$ cat config.mk
export PLATFORM = sky130hd
export DESIGN_NAME = wb_port_arbiter
export DESIGN_NICKNAME = d
export VERILOG_FILES = /design/src/rtl/cpu_defs_pkg.sv /design/src/rtl/wb_port_arbiter_fifo.sv /design/src/rtl/wb_port_arbiter.sv
export SDC_FILE = /design/constraint.sdc
export NUM_CORES = 1
export LEC_CHECK = 0
export BUFFER_PORTS_ARGS = -buffer_cell sky130_fd_sc_hd__buf_2
export CORE_ASPECT_RATIO = 0.5
export CORE_UTILIZATION = 55
export CTS_CLUSTER_SIZE = 8
export DETAILED_ROUTE_END_ITERATION = 12
export PLACE_DENSITY = 0.81
export SYNTH_ARGS = -nofsm -noshare
export SYNTH_HDL_FRONTEND = slang
export SYNTH_HIERARCHICAL = 1
export SYNTH_SLANG_ARGS = --single-unit
$ cat constraint.sdc
create_clock -name clk -period 7.5 [get_ports clk]
set_input_delay 1.5 -clock clk [delete_from_list [all_inputs] [get_ports clk]]
set_output_delay 1.5 -clock clk [all_outputs]
set_load 0.03 [all_outputs]
$ cat src/rtl/cpu_defs_pkg.sv
// Shared CPU datapath types: register index, 32-bit word and the
// writeback request carried through the long-unit result FIFO.
package cpu_defs;

  typedef logic [4:0]  reg_idx_t;
  typedef logic [31:0] u32_t;

  typedef struct packed {
    reg_idx_t idx;
    u32_t     data;
  } wb_req_t;

  // Source that owns the regfile write port in a given cycle.
  typedef enum logic [1:0] {
    GNT_NONE   = 2'd0,
    GNT_WB     = 2'd1,
    GNT_HEAD   = 2'd2,
    GNT_BYPASS = 2'd3
  } gnt_src_e;

  // One-hot register mask; x0 never gets a bit because it is never tracked.
  function automatic logic [31:0] idx_bit(reg_idx_t i);
    logic [31:0] m;
    m = '0;
    if (i != '0) m[i] = 1'b1;
    return m;
  endfunction

endpackage

$ cat src/rtl/wb_port_arbiter_fifo.sv
// Synchronous FIFO of pending long-unit writeback requests with a
// single-cycle flush that discards every queued entry.
module wb_result_fifo
  import cpu_defs::*;
#(
  parameter int DEPTH = 2
) (
  input  logic    clk,
  input  logic    rst,
  input  logic    flush_i,
  input  logic    push_i,
  input  wb_req_t data_i,
  input  logic    pop_i,
  output wb_req_t data_o,
  output logic    full_o,
  output logic    empty_o
);

  localparam int AW = $clog2(DEPTH);
  localparam logic [AW:0] PTR_ONE = (AW + 1)'(1);

  wb_req_t        mem_q [DEPTH];
  logic    [AW:0] wr_q, wr_d;
  logic    [AW:0] rd_q, rd_d;
  logic           do_push, do_pop;

  // Pointers carry one wrap bit so full and empty are distinguishable.
  assign empty_o = (wr_q == rd_q);
  assign full_o  = (wr_q[AW] != rd_q[AW]) && (wr_q[AW-1:0] == rd_q[AW-1:0]);
  assign data_o  = mem_q[rd_q[AW-1:0]];

  assign do_pop  = pop_i & ~empty_o;
  assign do_push = push_i & (~full_o | do_pop);

  always_comb begin
    wr_d = wr_q;
    rd_d = rd_q;
    if (flush_i) begin
      wr_d = '0;
      rd_d = '0;
    end else begin
      if (do_push) wr_d = wr_q + PTR_ONE;
      if (do_pop)  rd_d = rd_q + PTR_ONE;
    end
  end

  always_ff @(posedge clk) begin
    if (rst) begin
      wr_q <= '0;
      rd_q <= '0;
    end else begin
      wr_q <= wr_d;
      rd_q <= rd_d;
    end
  end

  always_ff @(posedge clk) begin
    if (do_push && !flush_i) mem_q[wr_q[AW-1:0]] <= data_i;
  end

endmodule

$ cat src/rtl/wb_port_arbiter.sv
// Regfile write-port arbiter: Writeback has priority, long-unit results
// queue and drain in idle cycles, with a forced drain after MAX_WAIT.
module wb_port_arbiter
  import cpu_defs::*;
#(
  parameter int DEPTH    = 2,
  parameter int MAX_WAIT = 8
) (
  input  logic     clk,
  input  logic     rst,
  input  logic     flush_i,
  input  logic     wb_we,
  input  reg_idx_t wb_idx,
  input  u32_t     wb_data,
  output logic     wb_stall_req,
  input  logic     lu_valid,
  output logic     lu_ready,
  input  reg_idx_t lu_idx,
  input  u32_t     lu_data,
  input  logic     iss_valid,
  input  reg_idx_t iss_idx,
  input  reg_idx_t rs1_idx,
  input  reg_idx_t rs2_idx,
  input  reg_idx_t rd_idx,
  output logic     rs1_busy,
  output logic     rs2_busy,
  output logic     rd_busy,
  output logic     reg_we,
  output reg_idx_t reg_idx,
  output u32_t     reg_data,
  output logic     err_o
);

  localparam int AGE_W = $clog2(MAX_WAIT + 1);
  localparam logic [AGE_W-1:0] AGE_LAST = AGE_W'(MAX_WAIT - 1);
  localparam logic [AGE_W-1:0] AGE_ONE  = AGE_W'(1);

  gnt_src_e          gnt;
  wb_req_t           head, lu_req;
  logic              fifo_full, fifo_empty;
  logic              lu_hs, push, pop_head, head_waiting;
  reg_idx_t          wr_idx;
  u32_t              wr_data;
  logic [31:0]       busy_q, busy_d, set_mask, clr_mask;
  logic [AGE_W-1:0]  age_q, age_d;
  logic              force_q, force_d;
  logic              err_q, err_d;

  assign lu_req = '{idx: lu_idx, data: lu_data};

  wb_result_fifo #(
    .DEPTH (DEPTH)
  ) u_fifo (
    .clk     (clk),
    .rst     (rst),
    .flush_i (flush_i),
    .push_i  (push),
    .data_i  (lu_req),
    .pop_i   (pop_head),
    .data_o  (head),
    .full_o  (fifo_full),
    .empty_o (fifo_empty)
  );

  // Grant: forced drain, then Writeback, then queued head, then bypass.
  always_comb begin
    gnt = GNT_NONE;
    if (force_q && !fifo_empty) gnt = GNT_HEAD;
    else if (wb_we)             gnt = GNT_WB;
    else if (!fifo_empty)       gnt = GNT_HEAD;
    else if (lu_valid)          gnt = GNT_BYPASS;
  end

  always_comb begin
    wr_idx  = '0;
    wr_data = '0;
    unique case (gnt)
      GNT_WB:     begin wr_idx = wb_idx;   wr_data = wb_data;   end
      GNT_HEAD:   begin wr_idx = head.idx; wr_data = head.data; end
      GNT_BYPASS: begin wr_idx = lu_idx;   wr_data = lu_data;   end
      GNT_NONE:   begin wr_idx = '0;       wr_data = '0;        end
    endcase
  end

  assign reg_we   = (gnt != GNT_NONE) && (wr_idx != '0);
  assign reg_idx  = wr_idx;
  assign reg_data = wr_data;

  assign lu_ready     = ~fifo_full;
  assign lu_hs        = lu_valid & ~fifo_full;
  assign push         = lu_hs & (gnt != GNT_BYPASS);
  assign pop_head     = (gnt == GNT_HEAD);
  assign head_waiting = !fifo_empty && !pop_head;
  assign wb_stall_req = force_q;

  // Scoreboard: a long result clears its bit, a same-cycle issue re-sets it.
  always_comb begin
    set_mask = iss_valid ? idx_bit(iss_idx) : '0;
    clr_mask = (gnt == GNT_HEAD || gnt == GNT_BYPASS) ? idx_bit(wr_idx) : '0;
    busy_d   = flush_i ? '0 : ((busy_q & ~clr_mask) | set_mask);
    err_d    = err_q
             | (iss_valid && |(busy_q & idx_bit(iss_idx)))
             | ((gnt == GNT_WB) && |(busy_q & idx_bit(wb_idx)));
  end

  assign rs1_busy = busy_q[rs1_idx];
  assign rs2_busy = busy_q[rs2_idx];
  assign rd_busy  = busy_q[rd_idx];

  // Age of the FIFO head; the forced drain lasts exactly one cycle.
  always_comb begin
    age_d   = '0;
    force_d = 1'b0;
    if (!flush_i && head_waiting) begin
      if (age_q == AGE_LAST) force_d = 1'b1;
      else                   age_d   = age_q + AGE_ONE;
    end
  end

  always_ff @(posedge clk) begin
    if (rst) begin
      busy_q  <= '0;
      age_q   <= '0;
      force_q <= 1'b0;
      err_q   <= 1'b0;
    end else begin
      busy_q  <= busy_d;
      age_q   <= age_d;
      force_q <= force_d;
      err_q   <= err_d;
    end
  end

  assign err_o = err_q;

endmodule

==> metrics.txt, run 1 <==
maxcap violations=0; Power Dens Cells=209.2 nW/µm²; Via density=6.326; full die area=12520 µm²; Initial DRC Count=664; critical path depth=8; FF-to-FF path depth=9; Post-synth EDFFs=74; GP Congestion=0.9279; drt first pass iters=6; Root Driver=clkbuf_16; final hold viol count=0; clock tree buffer depth=2; endpoints failing setup=0; #FFs+latches synth=117; worst path bufs/invs=2; Total GRT Usage=28.99%; Tcrit/Tclk final=76.95%; clock sink total=117; IO Count=144; max frequency=173.3 MHz; CP cell instances=xor2_1 -> nor2_1 -> inv_2 -> a21oi_4 -> nor2_1 -> a21o_1 -> or4_1 -> buf_2; layout cells sized above 1=36.80%; arrival time at the worst endpoint=4.27 ns; DRC Markers=0; die width=157.3 µm; post-synth top area cell=edfxtp_1; kind of critical path=flip-flop to output port; CP delay by family, top=simple AND/OR/NAND/NOR gates; Pleak=2.910 nW; Max VDD drop=0.1668 mV; Clk pin slew, worst setup/hold paths=0.05 ns; Max-slew headroom=25.60%; hold path depth=1; crit end category=output port; IO buf count=143; total negative setup slack=0 ns; placed inst area=7408 µm²; Seq/Total Area, Yosys=46.50%; Syn Inst Count=595; worst min path class=flip-flop to flip-flop; mapped cell area=6630 µm²; # Post-CTS Setup Buffers=0; Initial Util=58.41%; Crit path required time=6.00 ns; initial antenna violation count=0; crit start category=flip-flop; H-tree levels=4; cell mode on critical path=nor2_1; Routed WL=17720 µm; RSZ-0062 raised after global routing=no; net count after synthesis=696; synth warn=6; max-slew violations=0; CTS tree=done; vias in the first global route=5209; routed len/inst=19.91 µm; Critical Path Fanout Max=38; status=finished, final reports clean; cts repair resizes=0; final instance area=7965 µm²; CTS buffer count=17; Core Area=11350 µm²; largest net degree at the start of global routing=39; synthesis-to-finish area growth=20.14%; total global routing overflow=0; post-route ant nets=0; die height=79.64 µm; slowest stage delay, CP=0.90 ns; slowest CP cell=a21oi_4; hpwl dp=11930 µm; Post-synth top flop=edfxtp_1; synth top area cells=edfxtp_1, dfxtp_1, mux4_2; Post-Syn Area per Cell=11.14 µm²; first-pass GRT wire length=27170 µm; Async S/R FF share, synth=0%; synth unique cells=62; Tot Pwr=0.001666 W; Post-Route Hold Slack=0.4820 ns; min Tclk post-route=5.771 ns; final core area utilization=70.17%; R2R setup slack=3.74 ns; most frequent cells in the layout=buf_2, nor2_1, edfxtp_1; nets=819; Worst-Margin Slew=1.112 ns; clk_skew=0.005783 ns; Skew-Pair Late Insertion Delay=0.41 ns; post-synth top area share=33.52%; DR vias=5630; cts hold-fix bufs=0; commonest non-fill, non-tap cell in the layout=buf_2; Rows=27; Antenna Cells=0
## worst reg2reg max path, stage by stage, from the launching register on
cell and delay [ns]:
dfxtp_1 0.53, xor2_1 0.16, nor2_1 0.60, inv_2 0.50, a21oi_4 0.91, a221oi_4 0.17, inv_2 0.15, nand3_1 0.24
o21ai_0 0.27, a21oi_1 0.09
## cells in the mapped netlist (4+ instances only)
cell type,instances
a21oi_1,36
a221oi_1,32
a22o_1,4
a31oi_1,6
buf_2,15
clkbuf_1,23
dfxtp_1,43
edfxtp_1,74
inv_1,10
mux2_2,43
mux2i_1,11
mux4_2,36
nand2_1,47
nand2b_1,5
nand3_1,13
nand3b_1,5
nor2_1,82
nor2b_1,7
nor3_1,6
o211ai_1,4
o21ai_0,23
o21ai_1,13
## stage by stage
stage | setup slack, ns | instances
floorplan | 1.121 | 595
global placement | 2.265 | 858
detailed placement | 2.193 | 858
CTS | 1.746 | 890
global route | 1.394 | 890
finish | 1.729 | 890
## sequential cells by signal (all words and copies together), names as in the netlist, named ones only
| name | flops |
|---|---|
| age_q | 4 |
| err_o | 1 |
| u_fifo/wr_q | 2 |
| busy_q | 32 |
| wb_stall_req | 1 |
| u_fifo/mem_q | 74 |
| u_fifo/rd_q | 2 |
## layout make-up
type,count,area [µm²]
Fill cell,825,3386
Multi-Input combinational cell,422,3332
Sequential cell,117,3083
Timing Repair Buffer,147,745.7
Clock buffer,17,425.4
Tap cell,159,198.9
Clock inverter,15,131.4
Inverter,13,48.80
## routing by layer
layer,vias to the layer above,GRT usage (%),share of wire [%]
met5,-,0,0
met4,0,10.39,1.8
met3,48,8.523,9.4
met2,326,46.55,48
met1,2720,37.61,41
li1,2536,-,-
## cells by family (layout without fill, tap and decap cells)
group                      count (synthesis)  in the layout  share of synthesized area [%]
and+or+nand+nor                          184            184                          12.42
AOI/OAI and AO/OA                        140            140                          14.34
DFF                                      117            117                          46.50
muxes                                     92             92                          21.93
buffers and inverters                     56            192                          3.850
xor gates and xnor gates                   5              5                         0.7739
adders and majority gates                  1              1                         0.1887
## final timing paths
kind	start	to
max reg2reg	u_fifo/rd_q[0]$_SDFFE_PP0P_	busy_q[2]$_SDFF_PP0_
min	age_q[0]$_SDFF_PP0_	age_q[0]$_SDFF_PP0_
min reg2reg	age_q[0]$_SDFF_PP0_	age_q[0]$_SDFF_PP0_
max	u_fifo/rd_q[0]$_SDFFE_PP0P_	reg_we
## report_power, final
part	total [W]	switching (W)	internal (W)
Combinational	0.000205	0.000135	0.0000704
Sequential	0.000699	0.00000427	0.000695
Clock	0.000762	0.000306	0.000456
Note: power is estimated with default switching activity, not from simulation.
==> run 2: changes to the inputs <==
- CORE_UTILIZATION: 55 -> 50
- PLACE_DENSITY: 0.81 -> 0.77
- clock period: 7.5 -> 5.2 ns (I/O delays scaled with it)
==> metrics.txt, run 2 (same netlist as run 1, synthesis figures left out) <==
RSZ-0062 raised after global routing=no; endpoints failing setup=0; Tot Pwr=0.002454 W; crit start category=flip-flop; layout cells sized above 1=37.06%; Via density=6.201; Max-slew headroom=32.60%; routed len/inst=19.86 µm; Clk pin slew, worst setup/hold paths=0.06 ns; vias in the first global route=5389; most frequent cells in the layout=buf_2, nor2_1, edfxtp_1; Clk pwr share=46.7%; total negative setup slack=0 ns; Cell Int Power=0.001812 W; Power Dens Cells=305.7 nW/µm²; status=finished, final reports clean; worst r2r src=u_fifo/rd_q[0]$_SDFFE_PP0P_; Post-Route Hold Slack=0.4824 ns; Hold Path Sink=age_q[0]$_SDFF_PP0_; max reg flops=74; initial antenna violation count=0; Root Driver=clkbuf_16; R2R setup slack=1.91 ns; post-route ant nets=0; CTS tree=done; # Post-CTS Setup Buffers=0; Routed WL=17960 µm; DR vias=5606; Post-Place Worst Slack=1.077 ns; HP Start=age_q[0]$_SDFF_PP0_; synthesis-to-finish area growth=21.08%; Tcrit/Tclk final=88.97%; min Tclk post-route=4.626 ns; clock tree buffer depth=2; die height=83.43 µm; sequential fraction of design power=41.1%; Gate power share=12.2%; maxcap violations=0; FF-to-FF path depth=8; nets=822; Core Area=12810 µm²; H-tree levels=4; IO buf count=143; Antenna Cells=0; Total GRT Usage=26.76%; Net Switching=0.0006424 W; Initial Util=51.76%; clk_skew=0.01267 ns; DRC Markers=0; hpwl dp=12210 µm; post-route worst setup slack=0.5737 ns; total global routing overflow=0; Critical Path Fanout Max=18; worst min path class=flip-flop to flip-flop; cts repair resizes=0; largest net degree at the start of global routing=38; Crit path required time=4.16 ns; IO Count=144; GP Congestion=0.9496; Pleak=2.948 nW; Initial DRC Count=536; Skew-Pair Late Insertion Delay=0.42 ns; Worst-Margin Slew=0.9855 ns; Rows=29; crit end category=output port; max-slew violations=0; drt first pass iters=5; CTS buffer count=17; Filler cells=1021; Reg-to-Reg End=busy_q[20]$_SDFF_PP0_; final hold viol count=0; hold path depth=1; Sw Share=26.17%; first-pass GRT wire length=27990 µm; cts hold-fix bufs=0; max frequency=216.2 MHz; clock sink total=117; arrival time at the worst endpoint=3.59 ns; Max VDD drop=0.1466 mV; full die area=13750 µm²; kind of critical path=flip-flop to output port; commonest non-fill, non-tap cell in the layout=buf_2; die width=164.9 µm
==> run 2: changes by cell type in the layout (fill, tap and decap cells not counted), sizes merged <==
cell      previous run  this run
buf                147       150
clkinv               8        11
clkinvlp             4         1
bufinv               1         2
inv                 15        14
==> run 2: final cells by class <==
type | count | area [µm²] | area share (%)
Multi-Input combinational cell | 422 | 3333 | 41.52
Sequential cell | 117 | 3083 | 38.40
Timing Repair Buffer | 150 | 768.2 | 9.570
Clock buffer | 17 | 425.4 | 5.299
Tap cell | 170 | 212.7 | 2.650
Clock inverter | 15 | 156.4 | 1.948
Inverter | 13 | 48.80 | 0.6079
==> run 2: worst max-delay path, cell delays in order, from the launching register on <==
cell     delay, ns
dfxtp_1       0.52
xor2_1        0.15
nor2_1        0.64
inv_2         0.33
a22o_1        0.33
mux2i_1       0.32
nand2_1       0.24
or4_1         0.44
buf_2         0.19
==> run 2: worst max-delay path by stage <==
| stage | start | end | slack, ns |
|---|---|---|---|
| final | u_fifo/rd_q[0]$_SDFFE_PP0P_ | reg_we | 0.57 |
| after global routing | u_fifo/rd_q[0]$_SDFFE_PP0P_ | reg_we | 0.29 |
| after CTS | u_fifo/rd_q[0]$_SDFFE_PP0P_ | reg_we | 0.59 |
| after detailed placement | u_fifo/rd_q[0]$_SDFFE_PP0P_ | reg_we | 1.08 |
| after global placement | wb_we | reg_we | 1.16 |
| after floorplan | u_fifo/rd_q[0]$_SDFFE_PP0P_ | u_fifo/mem_q[0][0]$_DFFE_PP_ | 1.01 |
==> run 2: routing by layer <==
layer	share of wire, %	wire length, µm	global-route usage (%)	vias up
met5	0	0	0	-
met4	3.6	639	13.34	0
met3	7.6	1358	5.794	68
met2	49	8874	43.89	285
met1	39	7083	33.47	2709
li1	-	-	-	2544
==> run 2: power by group through the flow <==
stage               clock network (W)  registers, W  logic [W]
finish                        0.00115       0.00101   0.000299
global route                  0.00119       0.00101   0.000320
CTS                           0.00115       0.00101   0.000297
detailed placement                  0       0.00103   0.000295
global placement                    0       0.00103   0.000290
floorplan                           0       0.00103   0.000189
==> run 2: per-stage QoR <==
stage | util [%] | instances | cell area (µm²)
final | 62.67 | 904 | 8028
after global routing | 62.67 | 904 | 8028
after CTS | 62.67 | 904 | 8028
after detailed placement | 58.13 | 872 | 7446
after global placement | 58.13 | 872 | 7446
after floorplan | - | 595 | 6636
==> run 3: changes to the inputs <==
- CORE_UTILIZATION: 50 -> 55
- PLACE_DENSITY: 0.77 -> 0.81
- clock period: 5.2 -> 5.4 ns (I/O delays scaled with it)
==> metrics.txt, run 3 (same netlist as run 1, synthesis figures left out) <==
status=finished, final reports clean; Total GRT Usage=28.93%; Crit path required time=4.32 ns; DRC Markers=0; Power Dens Cells=292.1 nW/µm²; final instance area=8001 µm²; Rows=27; max frequency=205.2 MHz; commonest non-fill, non-tap cell in the layout=buf_2; clk_skew=0.01037 ns; drt first pass iters=5; Initial Util=58.41%; layout cells sized above 1=37.11%; full die area=12520 µm²; Core Area=11350 µm²; Via density=6.252; Cells after DPL=860; routed len/inst=19.70 µm; die width=157.3 µm; total negative setup slack=0 ns; crit end category=output port; total global routing overflow=0; arrival time at the worst endpoint=3.79 ns; Tot Pwr=0.002337 W; RSZ-0062 raised after global routing=no; maxcap violations=0; worst min path class=flip-flop to flip-flop; Max VDD drop=0.1860 mV; clock sink total=117; endpoints failing setup=0; GP Congestion=0.9467; Root Driver=clkbuf_16; cts hold-fix bufs=0; max reg flops=74; IO Count=144; hpwl dp=12060 µm; CTS buffer count=17; die height=79.64 µm; Antenna Cells=0; Skew-Pair Late Insertion Delay=0.42 ns; min Tclk post-route=4.874 ns; Critical Path Fanout Max=38; largest net degree at the start of global routing=39; vias in the first global route=5199; clock tree buffer depth=2; placed inst area=7432 µm²; nets=821; max-slew violations=0; crit start category=flip-flop; IO buf count=143; kind of critical path=flip-flop to output port; Initial DRC Count=612; H-tree levels=4; # Post-CTS Setup Buffers=0; final core area utilization=70.49%; Worst-Margin Slew=0.7752 ns; most frequent cells in the layout=buf_2, nor2_1, edfxtp_1; final hold viol count=0; first-pass GRT wire length=26930 µm; Pleak=2.932 nW; Max-slew headroom=48.32%; DR vias=5577; initial antenna violation count=0; Routed WL=17570 µm; CTS tree=done; cts repair resizes=0; post-route ant nets=0; synthesis-to-finish area growth=20.68%; Final Non-Filler Cells=892; Clk pin slew, worst setup/hold paths=0.06 ns; Tcrit/Tclk final=90.25%
-- run 3: changes by cell type in the layout (fill, tap and decap cells not counted), sizes merged --
| cell | delta |
|---|---|
| buf | -1 |
| bufinv | -1 |
| clkinv | -5 |
| clkinvlp | +2 |
| inv | +4 |
-- run 3: worst max-delay path, cell delays in order (launching register included) --
cell	delay [ns]
dfxtp_1	0.53
xor2_1	0.16
nor2_1	0.57
inv_2	0.48
a21oi_4	0.55
nor2_1	0.19
a21o_1	0.20
or4_1	0.49
buf_2	0.20
-- run 3: stage by stage --
step | hold WS, ns | setup WS [ns]
detailed placement | 0.4646 | 0.9735
global route | 0.4871 | 0.2917
global placement | 0.4344 | 1.097
floorplan | 0.4175 | 1.207
finish | 0.4769 | 0.5263
CTS | 0.4735 | 0.5559
-- run 3: layer usage --
| layer | wire length (µm) | vias up | track usage, % |
|---|---|---|---|
| li1 | - | 2544 | - |
| met1 | 7121 | 2672 | 36.92 |
| met2 | 8418 | 315 | 47.88 |
| met3 | 1584 | 46 | 7.275 |
| met4 | 444 | 0 | 10.97 |
| met5 | 0 | - | 0 |
-- run 3: report_power, final --
group	switching, W	total (W)	internal (W)
clock network	0.000439	0.00108	0.000642
registers	0.00000587	0.000971	0.000965
logic	0.000187	0.000285	0.0000988
-- run 3: area by class of cell --
class | instances | area (µm²)
Clock buffer | 17 | 425.4
Clock inverter | 15 | 143.9
Fill cell | 844 | 3349
Inverter | 13 | 48.80
Multi-Input combinational cell | 422 | 3341
Sequential cell | 117 | 3083
Tap cell | 159 | 198.9
Timing Repair Buffer | 149 | 760.7
-- run 3: path summary, 6_finish.rpt --
check                                    from                    end  slack, ns  depth (start not counted)
setup / recovery  u_fifo/rd_q[0]$_SDFFE_PP0P_                 reg_we       0.53                          8
hold / removal           busy_q[0]$_SDFF_PP0_   busy_q[0]$_SDFF_PP0_       0.48                          2
setup reg to reg  u_fifo/rd_q[0]$_SDFFE_PP0P_  busy_q[11]$_SDFF_PP0_       2.07                          9
hold reg to reg          busy_q[0]$_SDFF_PP0_   busy_q[0]$_SDFF_PP0_       0.48                          2
